===== config.mk =====
export PLATFORM = sky130hd
export DESIGN_NAME = spike_monitor
export DESIGN_NICKNAME = d
export VERILOG_FILES = /design/src/rtl/spike_monitor.sv
export SDC_FILE = /design/constraint.sdc
export NUM_CORES = 1
export LEC_CHECK = 0
export ABC_CLOCK_PERIOD_IN_PS = 6580
export CELL_PAD_IN_SITES_DETAIL_PLACEMENT = 1
export CELL_PAD_IN_SITES_GLOBAL_PLACEMENT = 1
export CORE_ASPECT_RATIO = 2
export CORE_UTILIZATION = 35
export CTS_CLUSTER_DIAMETER = 200
export DETAILED_ROUTE_END_ITERATION = 12
export PLACE_DENSITY = 0.7
export SYNTH_ARGS = -nofsm -noshare
export SYNTH_HDL_FRONTEND = slang
export SYNTH_SLANG_ARGS = --single-unit

===== constraint.sdc =====
create_clock -name clk -period 6.58 [get_ports clk]
set_input_delay 0.658 -clock clk [delete_from_list [all_inputs] [get_ports clk]]
set_output_delay 0.658 -clock clk [all_outputs]
set_load 0.03 [all_outputs]

===== src/rtl/spike_monitor.sv =====
// spike_monitor: threshold-crossing spike detector with refractory hold-off and a windowed,
// saturating spike-rate counter. Define SPIKE_MONITOR_HYST_EN to enable the WAIT_REARM hysteresis state.
module spike_monitor #(
  parameter logic [23:0] WINDOW_CYCLES = 24'd10_000_000,
  parameter int unsigned REFRACTORY    = 4,
  parameter logic [7:0]  HYST          = 8'd16
) (
  input  logic       clk,
  input  logic       rst_n,
  input  logic       ena,
  input  logic [7:0] V_mem,
  input  logic [7:0] v_thresh,
  output logic       spike,
  output logic       refractory,
  output logic [7:0] rate_count,
  output logic       rate_valid
);

  typedef enum logic [1:0] {
    ST_ARMED      = 2'd0,
    ST_FIRE       = 2'd1,
    ST_REFRACT    = 2'd2,
    ST_WAIT_REARM = 2'd3
  } state_t;

  localparam logic [7:0]  LP_REFR_LEN = 8'(REFRACTORY);
  localparam logic [23:0] LP_WIN_LAST = WINDOW_CYCLES - 24'd1;

  // Where the FSM goes once the refractory hold-off (if any) is over.
`ifdef SPIKE_MONITOR_HYST_EN
  localparam state_t LP_POST_FIRE = ST_WAIT_REARM;
`else
  localparam state_t LP_POST_FIRE = ST_ARMED;
`endif

  state_t      r_state;
  state_t      w_state_next;
  logic [7:0]  r_refr_cnt;
  logic [23:0] r_win_cnt;
  logic [7:0]  r_running;
  logic [7:0]  r_rate_count;
  logic        r_spike;
  logic        r_rate_valid;

  logic        w_cross;
  logic        w_rearm_ok;
  logic        w_fire;
  logic        w_in_refract;
  logic        w_win_term;
  logic [8:0]  w_rearm_diff;
  logic [7:0]  w_rearm;
  logic [8:0]  w_sum;
  logic [7:0]  w_sum_sat;

  assign w_cross      = (V_mem >= v_thresh);
  // Re-arm level is threshold minus hysteresis, clamped at zero through a 9-bit borrow.
  assign w_rearm_diff = {1'b0, v_thresh} - {1'b0, HYST};
  assign w_rearm      = w_rearm_diff[8] ? 8'd0 : w_rearm_diff[7:0];
  assign w_rearm_ok   = (V_mem <= w_rearm);

  assign w_win_term   = (r_win_cnt == LP_WIN_LAST);
  assign w_sum        = {1'b0, r_running} + {8'd0, r_spike};
  assign w_sum_sat    = w_sum[8] ? 8'hFF : w_sum[7:0];

  always_ff @(posedge clk or negedge rst_n) begin
    if (!rst_n) begin
      r_state <= ST_ARMED;
    end else if (ena) begin
      r_state <= w_state_next;
    end
  end

  always_comb begin
    w_state_next = r_state;
    case (r_state)
      ST_ARMED:      if (w_cross) w_state_next = ST_FIRE;
      ST_FIRE:       w_state_next = (REFRACTORY > 0) ? ST_REFRACT : LP_POST_FIRE;
      ST_REFRACT:    if (r_refr_cnt <= 8'd1) w_state_next = LP_POST_FIRE;
      ST_WAIT_REARM: if (w_rearm_ok) w_state_next = ST_ARMED;
      default:       w_state_next = ST_ARMED;
    endcase
  end

  always_comb begin
    w_fire       = ena && (r_state == ST_ARMED) && w_cross;
    w_in_refract = (r_state == ST_REFRACT);
  end

  // Down-counter is loaded while leaving FIRE so REFRACT sees the full length on its first cycle.
  always_ff @(posedge clk or negedge rst_n) begin
    if (!rst_n) begin
      r_refr_cnt <= 8'd0;
    end else if (ena) begin
      if (r_state == ST_FIRE) begin
        r_refr_cnt <= LP_REFR_LEN;
      end else if (r_state == ST_REFRACT) begin
        r_refr_cnt <= r_refr_cnt - 8'd1;
      end
    end
  end

  always_ff @(posedge clk or negedge rst_n) begin
    if (!rst_n) begin
      r_spike <= 1'b0;
    end else begin
      r_spike <= w_fire;
    end
  end

  // The spike pulse visible during the terminal cycle closes out into the finishing window.
  always_ff @(posedge clk or negedge rst_n) begin
    if (!rst_n) begin
      r_win_cnt    <= 24'd0;
      r_running    <= 8'd0;
      r_rate_count <= 8'd0;
      r_rate_valid <= 1'b0;
    end else if (!ena) begin
      r_rate_valid <= 1'b0;
    end else if (w_win_term) begin
      r_win_cnt    <= 24'd0;
      r_running    <= 8'd0;
      r_rate_count <= w_sum_sat;
      r_rate_valid <= 1'b1;
    end else begin
      r_win_cnt    <= r_win_cnt + 24'd1;
      r_running    <= w_sum_sat;
      r_rate_valid <= 1'b0;
    end
  end

  assign spike      = r_spike;
  assign refractory = w_in_refract;
  assign rate_count = r_rate_count;
  assign rate_valid = r_rate_valid;

endmodule


## Yosys cells after proc, flatten, opt, wreduce, memory -nomap -nowiden

Cells that the tools add are included.

| operators by class | value |
|---|---|
| add/subtract/negate cells | 4 |
| $lt $le $gt $ge | 3 |
| reduce and logical (&&, ||, !) cells | 7 |
| mux-type cells | 12 |
| eq/ne operators | 7 |

Operator list:

| operator | number |
|---|---|
| two-way mux 8 bit | 5 |
| adder 24 x 1 -> 24 bit (second input constant) | 1 |
| == test 24 bit (second input constant) | 1 |
| two-way mux 24 bit | 1 |
| adder 8 x 1 -> 9 bit | 1 |
| subtractor 8 x 5 -> 9 bit (second input constant) | 1 |
| >= comparator 8 bit | 1 |
| <= comparator 8 x 1 -> 1 bit (second input constant) | 1 |
| <= comparator 8 bit | 1 |
| one-hot mux 2 bit (4 select lines) | 1 |
| subtractor 8 x 1 -> 8 bit (second input constant) | 1 |
| two-way mux 2 bit | 3 |
| == test 2 bit (second input constant) | 2 |
| != test 2 bit (second input constant) | 2 |
| AND reduction 2 bit | 2 |
| AND reduction 4 bit | 1 |
| == test 2 x 1 -> 1 bit (second input constant) | 1 |
| logical AND 1 bit | 2 |
| logical NOT 2 bit | 1 |
| two-way mux 1 bit | 2 |
| != test 2 x 1 -> 1 bit (second input constant) | 1 |
| nonzero test 2 bit | 1 |

| storage, ports and cells | value |
|---|---|
| word-level logic and storage cells | 40 |
| input bits | 19 |
| output and inout port bits | 11 |
| flip-flop bits (word level) | 52 |

## Depth between registers and ports, before layout

Gate-level depths: netlist (run 1).

| depth | value |
|---|---|
| word-level depth | 5 |
| depth in mapped cells | 10 |
| gate-level depth less buffers | 10 |

## Worst setup path before layout (run 1)

No wires, ideal clock.

| timing path | value |
|---|---|
| kind | in2reg |
| start | input v_thresh[4] |
| end | register r_state[0] |
| data required time | 6.452 ns |
| stages | 10 |
| setup time | 0.128 ns |
| path slack | 3.980 ns |
| data arrival time | 2.473 ns |
| buffers on the path | 0 |
| cells stage by stage | inv_1 -> ha_1 -> nand2_1 -> mux2_2 -> ha_1 -> nand4_1 -> o21ai_0 -> o21ai_0 -> a2111oi_4 -> mux2_1 |

| between the ends | value |
|---|---|
| cells in the longest elaborated chain, start to end | 5 |
| elaborated cells between the ends (all ways) | 7 |
| those cells by class | add/sub: 1; order compare: 2; eq/ne: 2; mux: 1; reduce/logical: 1 |

RTL lines:

| element | RTL line | text |
|---|---|---|
| start, declared | 12 | `input logic [7:0] v_thresh,` |
| subtractor 8 x 5 -> 9 bit | 57 | `assign w_rearm_diff = {1'b0, v_thresh} - {1'b0, HYST};` |
| two-way mux 8 bit | 58 | `assign w_rearm = w_rearm_diff[8] ? 8'd0 : w_rearm_diff[7:0];` |
| <= comparator 8 bit | 59 | `assign w_rearm_ok = (V_mem <= w_rearm);` |
| != test 2 bit (no line) | n/a |  |
| AND reduction 4 bit (no line) (*) | n/a |  |
| end signal, assigned | 69 | `r_state <= w_state_next;` |
| end, declared | 36 | `state_t r_state;` |

Every way passes the cells marked *; elsewhere a longest branch is shown, timed or not.
A chain may end at the register's enable or synchronous reset.

## Worst setup path after layout (run 1)

| timing path | value |
|---|---|
| start | input v_thresh[4] |
| end | register r_state[1] |

The elaborated chain is that of the path after synthesis.

==> impl_metrics.csv, run 1 <==
group,metric,value,unit
status,outcome,"finished clean",
clock_network,clk_path_buf_depth,2,
sta,slew_headroom,0.468,
cells_and_area,mostFrequentLayoutCells,"dfrtp_1 (52), nand2_1 (30), clkdlybuf4s50_1 (28)",
global_route,grt_antenna_before_repair,0,
sta,setup_ws,3.61,ns
logic_synthesis,synth-edff-count,0,
placed_design,io_buffers,29,
sta,timing.hold.ws,0.476,ns
placed_design,hpwl,6010,µm
placed_design,place_ws,3.27,ns
cells_and_area,area_delta_synth_final,16.3,%
drt,drc,0,
worst_setup_path,ff2ff_setup_slack,4.10,ns
logic_synthesis,syn-cell-area,3150,µm²
logic_synthesis,yosys_warnings,0,
pwr,sw_frac_of_total,0.327,
drt,ant_nets,0,
clock_network,ctsResizeCount,0,
sta,tightest_slew,0.795,ns
worst_hold_path,hold_class,"input port to asynchronous set/reset pin",
clock_network,cts_hold_buf,0,
clock_network,htree_levels,2,
die,io_pins,30,
sta,clock_skew,0.00273,ns
worst_setup_path,end_kind,"flop",
cells_and_area,fillers,1006,
global_route,grt_pass1_wl,13300,µm
die,start_util,0.364,
global_route,first_global_vias,2874,
worst_setup_path,crit_type,"input port to flop",
clock_network,clock-sinks,52,
logic_synthesis,synth_fp_nets,377,
sta,setup_viol,0,
die,fp-row-count,48,
cells_and_area,drive_above_1_share,0.0698,
pwr,p_int,647,µW
clock_network,cts_tree,"yes",
logic_synthesis,ys_ff_latch,52,
drt,dr_total_vias,2514,
drt,dr.pass1.iters,4,
die,core,8650,µm²
clock_network,cts_buffers,5,
clock_network,path_clk_slew,0.07,ns
cells_and_area,fin_area,3660,µm²
pwr,p_clk_frac,0.278,
die,die_w,69.1,µm
logic_synthesis,async_reset_ff_frac,1.00,
sta,period_needed,2.97,ns
logic_synthesis,yosysSeqAreaShare,0.413,
cells_and_area,nets,403,
cells_and_area,antenna_cells,0,
worst_setup_path,required,6.76,ns
run,maxCapViolations,0,
worst_setup_path,crit_fanout,6,
logic_synthesis,synthCells,331,
die,dieHeight,136,µm
global_route,grt_max_degree,53,
worst_setup_path,cp-start-kind,"input port",
sta,rsz0062_at_grt,"no",
placed_design,gp_congestion,0.761,
drt,wl_per_cell,16.5,µm
drt,viasPerCell,5.49,
drt,drt_iter0_markers,106,
drt,finalWirelength,7560,µm
pwr,comb_power_share,0.275,
sta,finalCritPeriodShare,0.452,
sta,finalMaxSlewViolations,0,
worst_setup_path,crit_arrival,3.15,ns
global_route,track_usage,0.178,
cells_and_area,final_common_cell,"dfrtp_1",
pwr,powerDensity,262,nW/µm²
logic_synthesis,yosysUniqueCellTypes,50,
logic_synthesis,syn_avg_cell_area,9.51,µm²
logic_synthesis,ys.flop_type,"dfrtp_1",
pwr,vdd_drop_max,0.142,mV
sta,hold_viol,0,
pwr,p_switching,314,µW
pwr,power_frac_seq,0.448,
clock_network,cts_root_buffer,"clkbuf_16",
clock_network,cts_setup_buffers,0,
global_route,gr-total-overflow,0,
sta,fmax,336,MHz
clock_network,clock_latency,0.29,ns
die,die_area,9400,µm²
pwr,power.total,961,µW
placed_design,place_area,3520,µm²
pwr,power_leakage,1.64,nW
sta,setup_tns,0,ns
-- flip-flops by register name, summed over array words and instances (netlist names) --
register	cells
r_refr_cnt	8
r_running	8
r_state	2
r_win_cnt	24
rate_count	8
rate_valid	1
spike	1
-- routing by layer --
layer	wire, µm	track usage
met4	242	0.0828
met5	0	0
met1	2610	0.168
met2	4550	0.363
met3	162	0.0267
-- layout make-up --
type / instances / area (µm²) / area share
clock buffers: 8 / 146 / 0.0400
inverters: 18 / 67.6 / 0.0184
multi-input cells: 249 / 1720 / 0.470
flip-flops and latches: 52 / 1300 / 0.355
well taps: 100 / 125 / 0.0342
repair buffers: 31 / 300 / 0.0820
-- final timing paths --
check / from / cells past startpoint / endpoint
max in group asynchronous: rst_n / 2 / r_win_cnt[0]
worst max-delay path: v_thresh[4] / 11 / r_state[1]
worst min register to register: r_win_cnt[6] / 1 / r_win_cnt[6]
worst max register to register: r_win_cnt[14] / 4 / rate_count[2]
min in group clk: r_win_cnt[6] / 1 / r_win_cnt[6]
worst min-delay path: rst_n / 2 / r_win_cnt[14]
-- critical path, stage by stage --
cell and delay, ns:
clkdlybuf4s50_1 0.45, inv_1 0.07, ha_1 0.24, nand3_1 0.22
nand2_1 0.09, ha_1 0.28, nor2b_1 0.13, o211ai_1 0.17
a211oi_1 0.14, a2111oi_4 0.33, mux2_1 0.35
-- per-stage QoR --
step           std cells   util
3_3_place_gp         450  0.407
5_1_grt              458  0.423
4_1_cts              458  0.423
6_report             458  0.423
3_5_place_dp         450  0.407
2_1_floorplan        331      -
-- power groups by stage --
| stage | registers [mW] | clock network (mW) | logic (mW) |
|---|---|---|---|
| final | 0.430 | 0.267 | 0.264 |
| after global routing | 0.438 | 0.284 | 0.306 |
| after CTS | 0.431 | 0.275 | 0.270 |
| after detailed placement | 0.437 | 0 | 0.269 |
| after global placement | 0.434 | 0 | 0.257 |
| after floorplan | 0.419 | 0 | 0.195 |
-- cell usage after synthesis, types with 2 or more instances --
| master | n | area share |
|---|---|---|
| a21oi_1 | 17 | 0.027 |
| nor3_1 | 8 | 0.013 |
| mux2_2 | 8 | 0.029 |
| clkbuf_1 | 8 | 0.0095 |
| xnor2_1 | 18 | 0.050 |
| and2_1 | 3 | 0.0060 |
| o21ai_0 | 12 | 0.019 |
| nor4_1 | 6 | 0.012 |
| and4_1 | 2 | 0.0056 |
| xor2_1 | 7 | 0.019 |
| nand2b_1 | 7 | 0.014 |
| mux2i_1 | 2 | 0.0064 |
| inv_1 | 18 | 0.021 |
| ha_1 | 27 | 0.11 |
| dfrtp_1 | 52 | 0.41 |
| o211ai_1 | 2 | 0.0048 |
| o21a_1 | 6 | 0.014 |
| or3_1 | 3 | 0.0060 |
| mux2_1 | 2 | 0.0072 |
| nor2b_1 | 4 | 0.0079 |
| and3_1 | 4 | 0.0079 |
| nand4_1 | 7 | 0.014 |
| nand2_1 | 30 | 0.036 |
| nor2_1 | 26 | 0.031 |
| or4_1 | 2 | 0.0048 |
| nor4b_1 | 2 | 0.0056 |
| a31o_2 | 3 | 0.0083 |
| nand3_1 | 23 | 0.037 |
-- cell families (layout without fill, tap and decap cells) --
group	count (synthesis)	count (layout)	share of synthesized area
xor gates and xnor gates	25	25	0.0696
and+or+nand+nor	135	135	0.222
buffers and inverters	30	57	0.0397
DFF	52	52	0.413
AOI/OAI and AO/OA	50	50	0.106
muxes	12	12	0.0421
adders and majority gates	27	27	0.107
Note: power is estimated with default switching activity, not from simulation.
==> run 2, diff against run 1 <==
Settings changed: ABC_CLOCK_PERIOD_IN_PS 6580 to 2750.
Clock period 6.58 ns to 2.75 ns, I/O delays scaled along.
==> run 2 against run 1 <==
Net effect:
- clock power up 140%
- sequential share of layout area is 0.67 points lower
- worst hold slack got worse by 0.45 ns
- clock skew rose by 0.0037 ns
- cell count is 2.0% higher
- sequential power up 140%
- combinational power up 140%
- critical path depth stayed put
- first-iteration DRC count decreased by 59%
- global-route usage fell by 0.56 points
- power rose by 140%
- setup slack worse by 3.4 ns
==> impl_metrics.csv, run 2 (synthesis results as in run 1) <==
group,metric,value,unit
clock_network,clk_path_buf_depth,2,
global_route,first_global_vias,2758,
die,fp-row-count,48,
cells_and_area,final_common_cell,"dfrtp_1",
drt,drt_iter0_markers,43,
worst_setup_path,r2r-start,"r_win_cnt[14]",
sta,hold_viol,0,
sta,finalMaxSlewViolations,0,
sta,clock_skew,0.00641,ns
placed_design,dpl.cell_count,459,
sta,period_needed,2.54,ns
clock_network,cts_tree,"yes",
drt,dr_total_vias,2557,
worst_setup_path,crit_type,"input port to flop",
worst_setup_path,cp-start-kind,"input port",
die,core,8650,µm²
placed_design,gp_congestion,0.777,
global_route,grt_antenna_before_repair,0,
global_route,track_usage,0.173,
sta,setup_viol,0,
clock_network,cts_hold_buf,0,
cells_and_area,drive_above_1_share,0.0981,
global_route,gr-total-overflow,0,
cells_and_area,largest_reg_flops,24,
sta,slew_headroom,0.522,
worst_hold_path,hold_class,"input port to asynchronous set/reset pin",
run,maxCapViolations,0,
clock_network,cts_setup_buffers,0,
die,start_util,0.364,
sta,setup_tns,0,ns
cells_and_area,fillers,1011,
drt,viasPerCell,5.48,
global_route,grt_max_degree,32,
drt,finalWirelength,7610,µm
worst_setup_path,ff2ff_setup_slack,0.40,ns
worst_setup_path,cp-endpoint,"r_state[1]",
clock_network,ctsResizeCount,0,
drt,ant_nets,0,
die,die_area,9400,µm²
worst_setup_path,crit_fanout,6,
sta,finalCritPeriodShare,0.924,
cells_and_area,nets,412,
drt,dr.pass1.iters,4,
die,die_w,69.1,µm
clock_network,path_clk_slew,0.07,ns
worst_setup_path,reg2reg_to,"rate_count[7]",
cells_and_area,mostFrequentLayoutCells,"dfrtp_1 (52), nand2_1 (30), clkdlybuf4s50_1 (28)",
clock_network,htree_levels,2,
cells_and_area,regMostFlops,"r_win_cnt",
drt,wl_per_cell,16.3,µm
clock_network,clock-sinks,52,
cells_and_area,register_area,1300,µm²
global_route,grt_pass1_wl,12700,µm
cells_and_area,multi_input_area,1720,µm²
clock_network,clock_latency,0.30,ns
placed_design,hpwl,6110,µm
worst_setup_path,rr_worst_depth,4,
cells_and_area,layoutNonFillerInstCount,467,
pwr,powerDensity,616,nW/µm²
die,dieHeight,136,µm
pwr,power.total,2.30,mW
status,outcome,"finished clean",
drt,drc,0,
worst_setup_path,end_kind,"flop",
worst_setup_path,required,2.93,ns
die,io_pins,30,
worst_setup_path,crit_arrival,2.72,ns
pwr,vdd_drop_max,0.218,mV
pwr,power_leakage,1.69,nW
sta,tightest_slew,0.717,ns
clock_network,cts_root_buffer,"clkbuf_16",
placed_design,io_buffers,29,
cells_and_area,area_delta_synth_final,18.6,%
clock_network,cts_buffers,5,
worst_setup_path,critical_path.startpoint,"v_thresh[5]",
cells_and_area,antenna_cells,0,
sta,rsz0062_at_grt,"no",
sta,fmax,394,MHz
## run 2: worst max-delay path, cell delays in order
cell,delay (ns)
clkdlybuf4s50_1,0.41
inv_1,0.08
ha_1,0.21
nand3_1,0.21
and2_1,0.23
ha_1,0.27
nand4_1,0.10
o21ai_0,0.17
o21ai_0,0.16
a2111oi_4,0.27
mux2_1,0.36
## run 2: per-layer routing
layer / wire length, µm / track usage
met1: 2570 / 0.149
met2: 4550 / 0.362
met3: 206 / 0.0259
met4: 286 / 0.0918
met5: 0 / 0
## run 2: how the worst min path moves through the flow
stage,start,to,slack (ns),cells past startpoint
floorplan,rst_n,r_refr_cnt[0],-0.02,0
global placement,rst_n,r_win_cnt[16],0.37,1
finish,rst_n,r_win_cnt[14],0.02,1
CTS,rst_n,r_win_cnt[16],0.06,1
detailed placement,rst_n,r_win_cnt[16],0.38,1
global route,rst_n,r_win_cnt[14],0.09,1
## run 2: layout make-up
class,instances,area share
sequential,52,0.349
tap,100,0.0335
multi-input combinational,249,0.461
clock inverter,2,0.00268
clock buffer,6,0.0372
inverter,18,0.0181
timing repair buffer,40,0.0986
## run 2: where the power goes
group | internal [mW] | switching [mW] | leakage [nW]
Clock | 0.360 | 0.289 | 0.0766
Sequential | 0.890 | 0.130 | 0.679
Combinational | 0.299 | 0.332 | 0.932
Total | 1.55 | 0.751 | 1.69
## run 2: through the flow
step	cell area (µm²)	utilization	hold WS, ns	setup slack, ns
2_1_floorplan	3150	-	-0.0206	0.533
3_3_place_gp	3580	0.414	0.370	-0.0189
3_5_place_dp	3580	0.414	0.385	-0.135
4_1_cts	3730	0.432	0.0610	0.177
5_1_grt	3730	0.432	0.0863	0.0640
6_report	3730	0.432	0.0240	0.209
==> edit 1, RTL diff (flow settings as in run 1) <==
Put one more register stage on the output `rate_count`. The value now appears one clock later. The other outputs are not delayed to match.
--- a/src/rtl/spike_monitor.sv
+++ b/src/rtl/spike_monitor.sv
@@ -130,7 +130,9 @@
 
   assign spike      = r_spike;
   assign refractory = w_in_refract;
-  assign rate_count = r_rate_count;
+  always_ff @(posedge clk) begin
+    rate_count <= r_rate_count;
+  end
   assign rate_valid = r_rate_valid;
 
 endmodule
Behaviour: same outputs for any inputs over 10 cycles, from zero or initial values and one cycle with rst_n low; that may be too few to reach the edited logic, so the function may still have changed.
==> edit 1 against run 1 <==
Wire length increased by 10%. Hold slack got worse by 110 ps. Sequential cell count grew 8. Register-to-register slack about the same. Area after synthesis up 5.4%. Non-clock buffer count did not move. Synthesized cell count increased by 4.2%. Via count increased by 9.1%. Design area is 10% higher. Sequential share of layout area increased by 0.61 points. Worst setup slack improved by 27 ps. Power grew 35%. Critical path type unchanged. Largest cell class unchanged.
==> edit 1: results (changes against run 1) <==
stage,metric,value,unit,change
synthesis,asr flop ratio synth,0.8667,,-0.1333
placed_design,HPWL after DPL,6.328,mm,+5.3%
power,combinational logic power,0.000294,W,+11%
grt,vias in the first global route,2953,,+2.7%
grt,GR Layer Usage met1,0.1801,,+0.01239
setup_path,FF-to-FF End,r_rate_count[0],,
grt,overall routing resource usage,0.1909,,+0.01280
route,vias per cell,5.632,,+2.6%
grt,met2 Use GR,0.3568,,-0.006218
grt,first-pass GRT wire length,14.23,mm,+7.4%
power,Seq. pwr,0.000496,W,+15%
synthesis,sequential area share after synthesis,0.4404,,+0.02707
run_status,status,completed,,
setup_path,CP peak stage delay,410,ps,-40 ps
grt,routing usage on met3,0.04924,,+0.02255
final_layout,final non-filler cell total,487,,+6.3%
worst_hold_path,HP Class,reg2reg,,
setup_path,Top delay family on crit path,simple AND/OR/NAND/NOR gates,,
route,Detailed Route Iter0 Violations,92,,-13%
setup_path,FF-to-FF Start,r_win_cnt[0],,
synthesis,Syn Inst Count,345,,+4.2%
sta,Max-Slew Margin vs Limit,0.4260,,-0.04179
clock_tree,maximum level of the CTS H-tree,3,,+1
placed_design,GPL Wtd Cong,0.7854,,+3.2%
placed_design,placed inst area,3717,um2,+5.7%
final_layout,area occupied by multi-input gates,1749,um2,+1.6%
synthesis,Post-Syn Nets,391,,+3.7%
power,Leak Pwr,1.828,nW,+12%
final_layout,share of cells above drive strength 1,0.08831,,+0.01848
placed_design,cell count after placement,471,,+4.7%
power,VDD IR max,0.0001717,V,+21%
synthesis,Post-synth top cells,"dfrtp_1, nand2_1, ha_1",,
route,TritonRoute pass-1 iters,6,,+2
clock_tree,CTS buffer count,9,,+4
final_layout,Fill cells,1030,,+2.4%
placed_design,pre-CTS WS,3231,ps,-42.68 ps
synthesis,top post-synthesis cells by area,"dfrtp_1, ha_1, dfxtp_1",,
setup_path,worst r2r path cells,5,,+1
final_layout,nets,426,,+5.7%
sta,hold_ws,368.0,ps,-108.0 ps
power,Net Sw Power,0.0004073,W,+30%
setup_path,R2R Setup Slk,4090,ps,about the same
[edit 1: layout make-up]
| type | instances | share of cell area |
|---|---|---|
| timing repair buffer | 31 | 0.07426 |
| clock buffer | 9 | 0.05569 |
| tap | 102 | 0.03156 |
| inverter | 21 | 0.01949 |
| clock inverter | 7 | 0.02506 |
| multi-input combinational | 257 | 0.4325 |
| sequential | 60 | 0.3614 |
[edit 1: cells by family after synthesis]
kind of cell / Yosys count / share of synthesized area
simple gates: 137 / 0.2183
fa+ha+maj: 27 / 0.1018
xor+xnor: 18 / 0.04751
buf+inv: 28 / 0.03243
compound gates: 63 / 0.1195
flops: 60 / 0.4404
mux: 12 / 0.03997
[edit 1: layer usage]
metal,wire length (um),vias to the layer above
li1,-,1306
met1,2926,1369
met2,4896,49
met3,216,19
met4,297,0
met5,0,-
==> edit 2, RTL diff (settings of run 1) <==
Made on the original files. Build with the macro `SPIKE_MONITOR_HYST_EN` defined.
--- a/src/rtl/spike_monitor.sv
+++ b/src/rtl/spike_monitor.sv
@@ -1,5 +1,7 @@
 // spike_monitor: threshold-crossing spike detector with refractory hold-off and a windowed,
 // saturating spike-rate counter. Define SPIKE_MONITOR_HYST_EN to enable the WAIT_REARM hysteresis state.
+`define SPIKE_MONITOR_HYST_EN
+
 module spike_monitor #(
   parameter logic [23:0] WINDOW_CYCLES = 24'd10_000_000,
   parameter int unsigned REFRACTORY    = 4,
Check against the original RTL: not equivalent (a bounded check fails within 10 cycles, from zero or initial values and one cycle with rst_n low).
==> edit 2 against run 1 <==
Register-to-register slack better by 200 ps. Cell count up 0.66%. Design area up 0.68%. Worst setup slack got worse by 44 ps. Sequential cell count did not move. Highest routed layer unchanged. Area after synthesis up 0.24%. Power up 4.6%. Hold slack improved by 7.2 ps. Via count grew 2.9%. Largest cell class unchanged. Core utilization barely moved. Wire length up 3.7%. Critical endpoint unchanged.
==> edit 2: results (changes against run 1) <==
stage,metric,value,unit,change
grt,vias in the first global route,2866,,-0.28%
power,Leak Pwr,1.673,nW,+2.1%
sta,Setup Skew,10.41,ps,+7.680 ps
setup_path,Worst Path Max Fanout,6,,unchanged
power,VDD IR max,0.0001149,V,-19%
synthesis,top post-synthesis cells by area,"dfrtp_1, ha_1, xnor2_1",,
synthesis,synth unique cells,48,,-4.0%
setup_path,worst r2r path cells,7,,+3
placed_design,GPL Wtd Cong,0.7642,,+0.41%
route,WL per Instance,17.00,um,+3.0%
grt,routing usage on met3,0.02520,,-0.001483
grt,first-pass GRT wire length,13.77,mm,+3.9%
clock_tree,CTS buffer count,5,,unchanged
setup_path,FF-to-FF Start,spike,,
setup_path,R2R Setup Slk,4300,ps,+200 ps
sta,hold_ws,483.3,ps,+7.218 ps
final_layout,share of cells above drive strength 1,0.07756,,+0.007730
setup_path,FF-to-FF End,rate_count[5],,
final_layout,nets,406,,+0.74%
setup_path,Setup crit start,v_thresh[4],,
placed_design,HPWL after DPL,6.027,mm,+0.31%
synthesis,Syn. warnings,0,,unchanged
synthesis,Post-Syn Nets,376,,-0.27%
run_status,status,completed,,
route,routed via count,2586,,+2.9%
grt,GR Layer Usage met1,0.1796,,+0.01192
synthesis,asr flop ratio synth,1.000,,unchanged
route,Detailed Route Iter0 Violations,63,,-41%
grt,met2 Use GR,0.3776,,+0.01456
placed_design,placed inst area,3537,um2,+0.60%
synthesis,Main synth FF type,dfrtp_1,,
synthesis,sequential area share after synthesis,0.4124,,-0.0009834
final_layout,Fill cells,997,,-0.89%
route,TritonRoute pass-1 iters,5,,+1
sta,Max-Slew Margin vs Limit,0.3656,,-0.1022
setup_path,crit path DAT,3200,ps,+50 ps
clock_tree,clk slew on worst S/H paths,70,ps,about the same
grt,overall routing resource usage,0.1873,,+0.009151
synthesis,Post-synth top cells,"dfrtp_1, nand2_1, ha_1",,
==> edit 2: critical path: stages <==
cell and delay [ps]:
clkdlybuf4s50_1 460, inv_1 80, ha_1 240, nand3_1 220
nand2_1 100, ha_1 290, nor2b_1 130, o211ai_1 180
nand4_1 130, a221oi_2 330, mux2_2 370
==> edit 2: cells by family (layout without fill, tap and decap cells) <==
family | after synthesis | after routing | synth area share
AND/OR/NAND/NOR | 130 | 130 | 0.2244
AO/OA/AOI/OAI | 54 | 54 | 0.1059
flip-flops | 52 | 52 | 0.4124
buffers and inverters | 31 | 62 | 0.04124
adder cells (fa/ha/maj) | 27 | 27 | 0.1071
XOR/XNOR | 22 | 22 | 0.06106
multiplexers | 14 | 14 | 0.04798
==> edit 2: through the flow <==
stage	setup WS [ps]	std cells	total power [W]
floorplan	3979	330	0.0006413
global placement	3254	453	0.0007224
detailed placement	3199	453	0.0007405
CTS	3538	461	0.001020
global route	3322	461	0.001081
finish	3563	461	0.001005
==> edit 2: cell type report <==
type / instances / area, um2 / share of cell area
multi-input cells: 247 / 1724 / 0.4676
flip-flops and latches: 52 / 1301 / 0.3529
clock buffers: 5 / 125.1 / 0.03393
repair buffers: 31 / 300.3 / 0.08144
inverters: 23 / 86.33 / 0.02341
well taps: 100 / 125.1 / 0.03393
clock inverters: 3 / 25.02 / 0.006787
==> edit 2: where the power goes <==
part	leakage [nW]	switching [W]	internal [W]
Sequential	0.672	0.0000640	0.000372
Clock	0.0708	0.000130	0.000144
Combinational	0.930	0.000163	0.000131
Total	1.67	0.000357	0.000648
==> edit 2: metal layers <==
layer / share of wire / wire [um] / vias to the layer above
li1: - / - / 1233
met1: 0.35 / 2728 / 1297
met2: 0.60 / 4674 / 41
met3: 0.021 / 165 / 15
met4: 0.034 / 267 / 0
met5: 0 / 0 / -
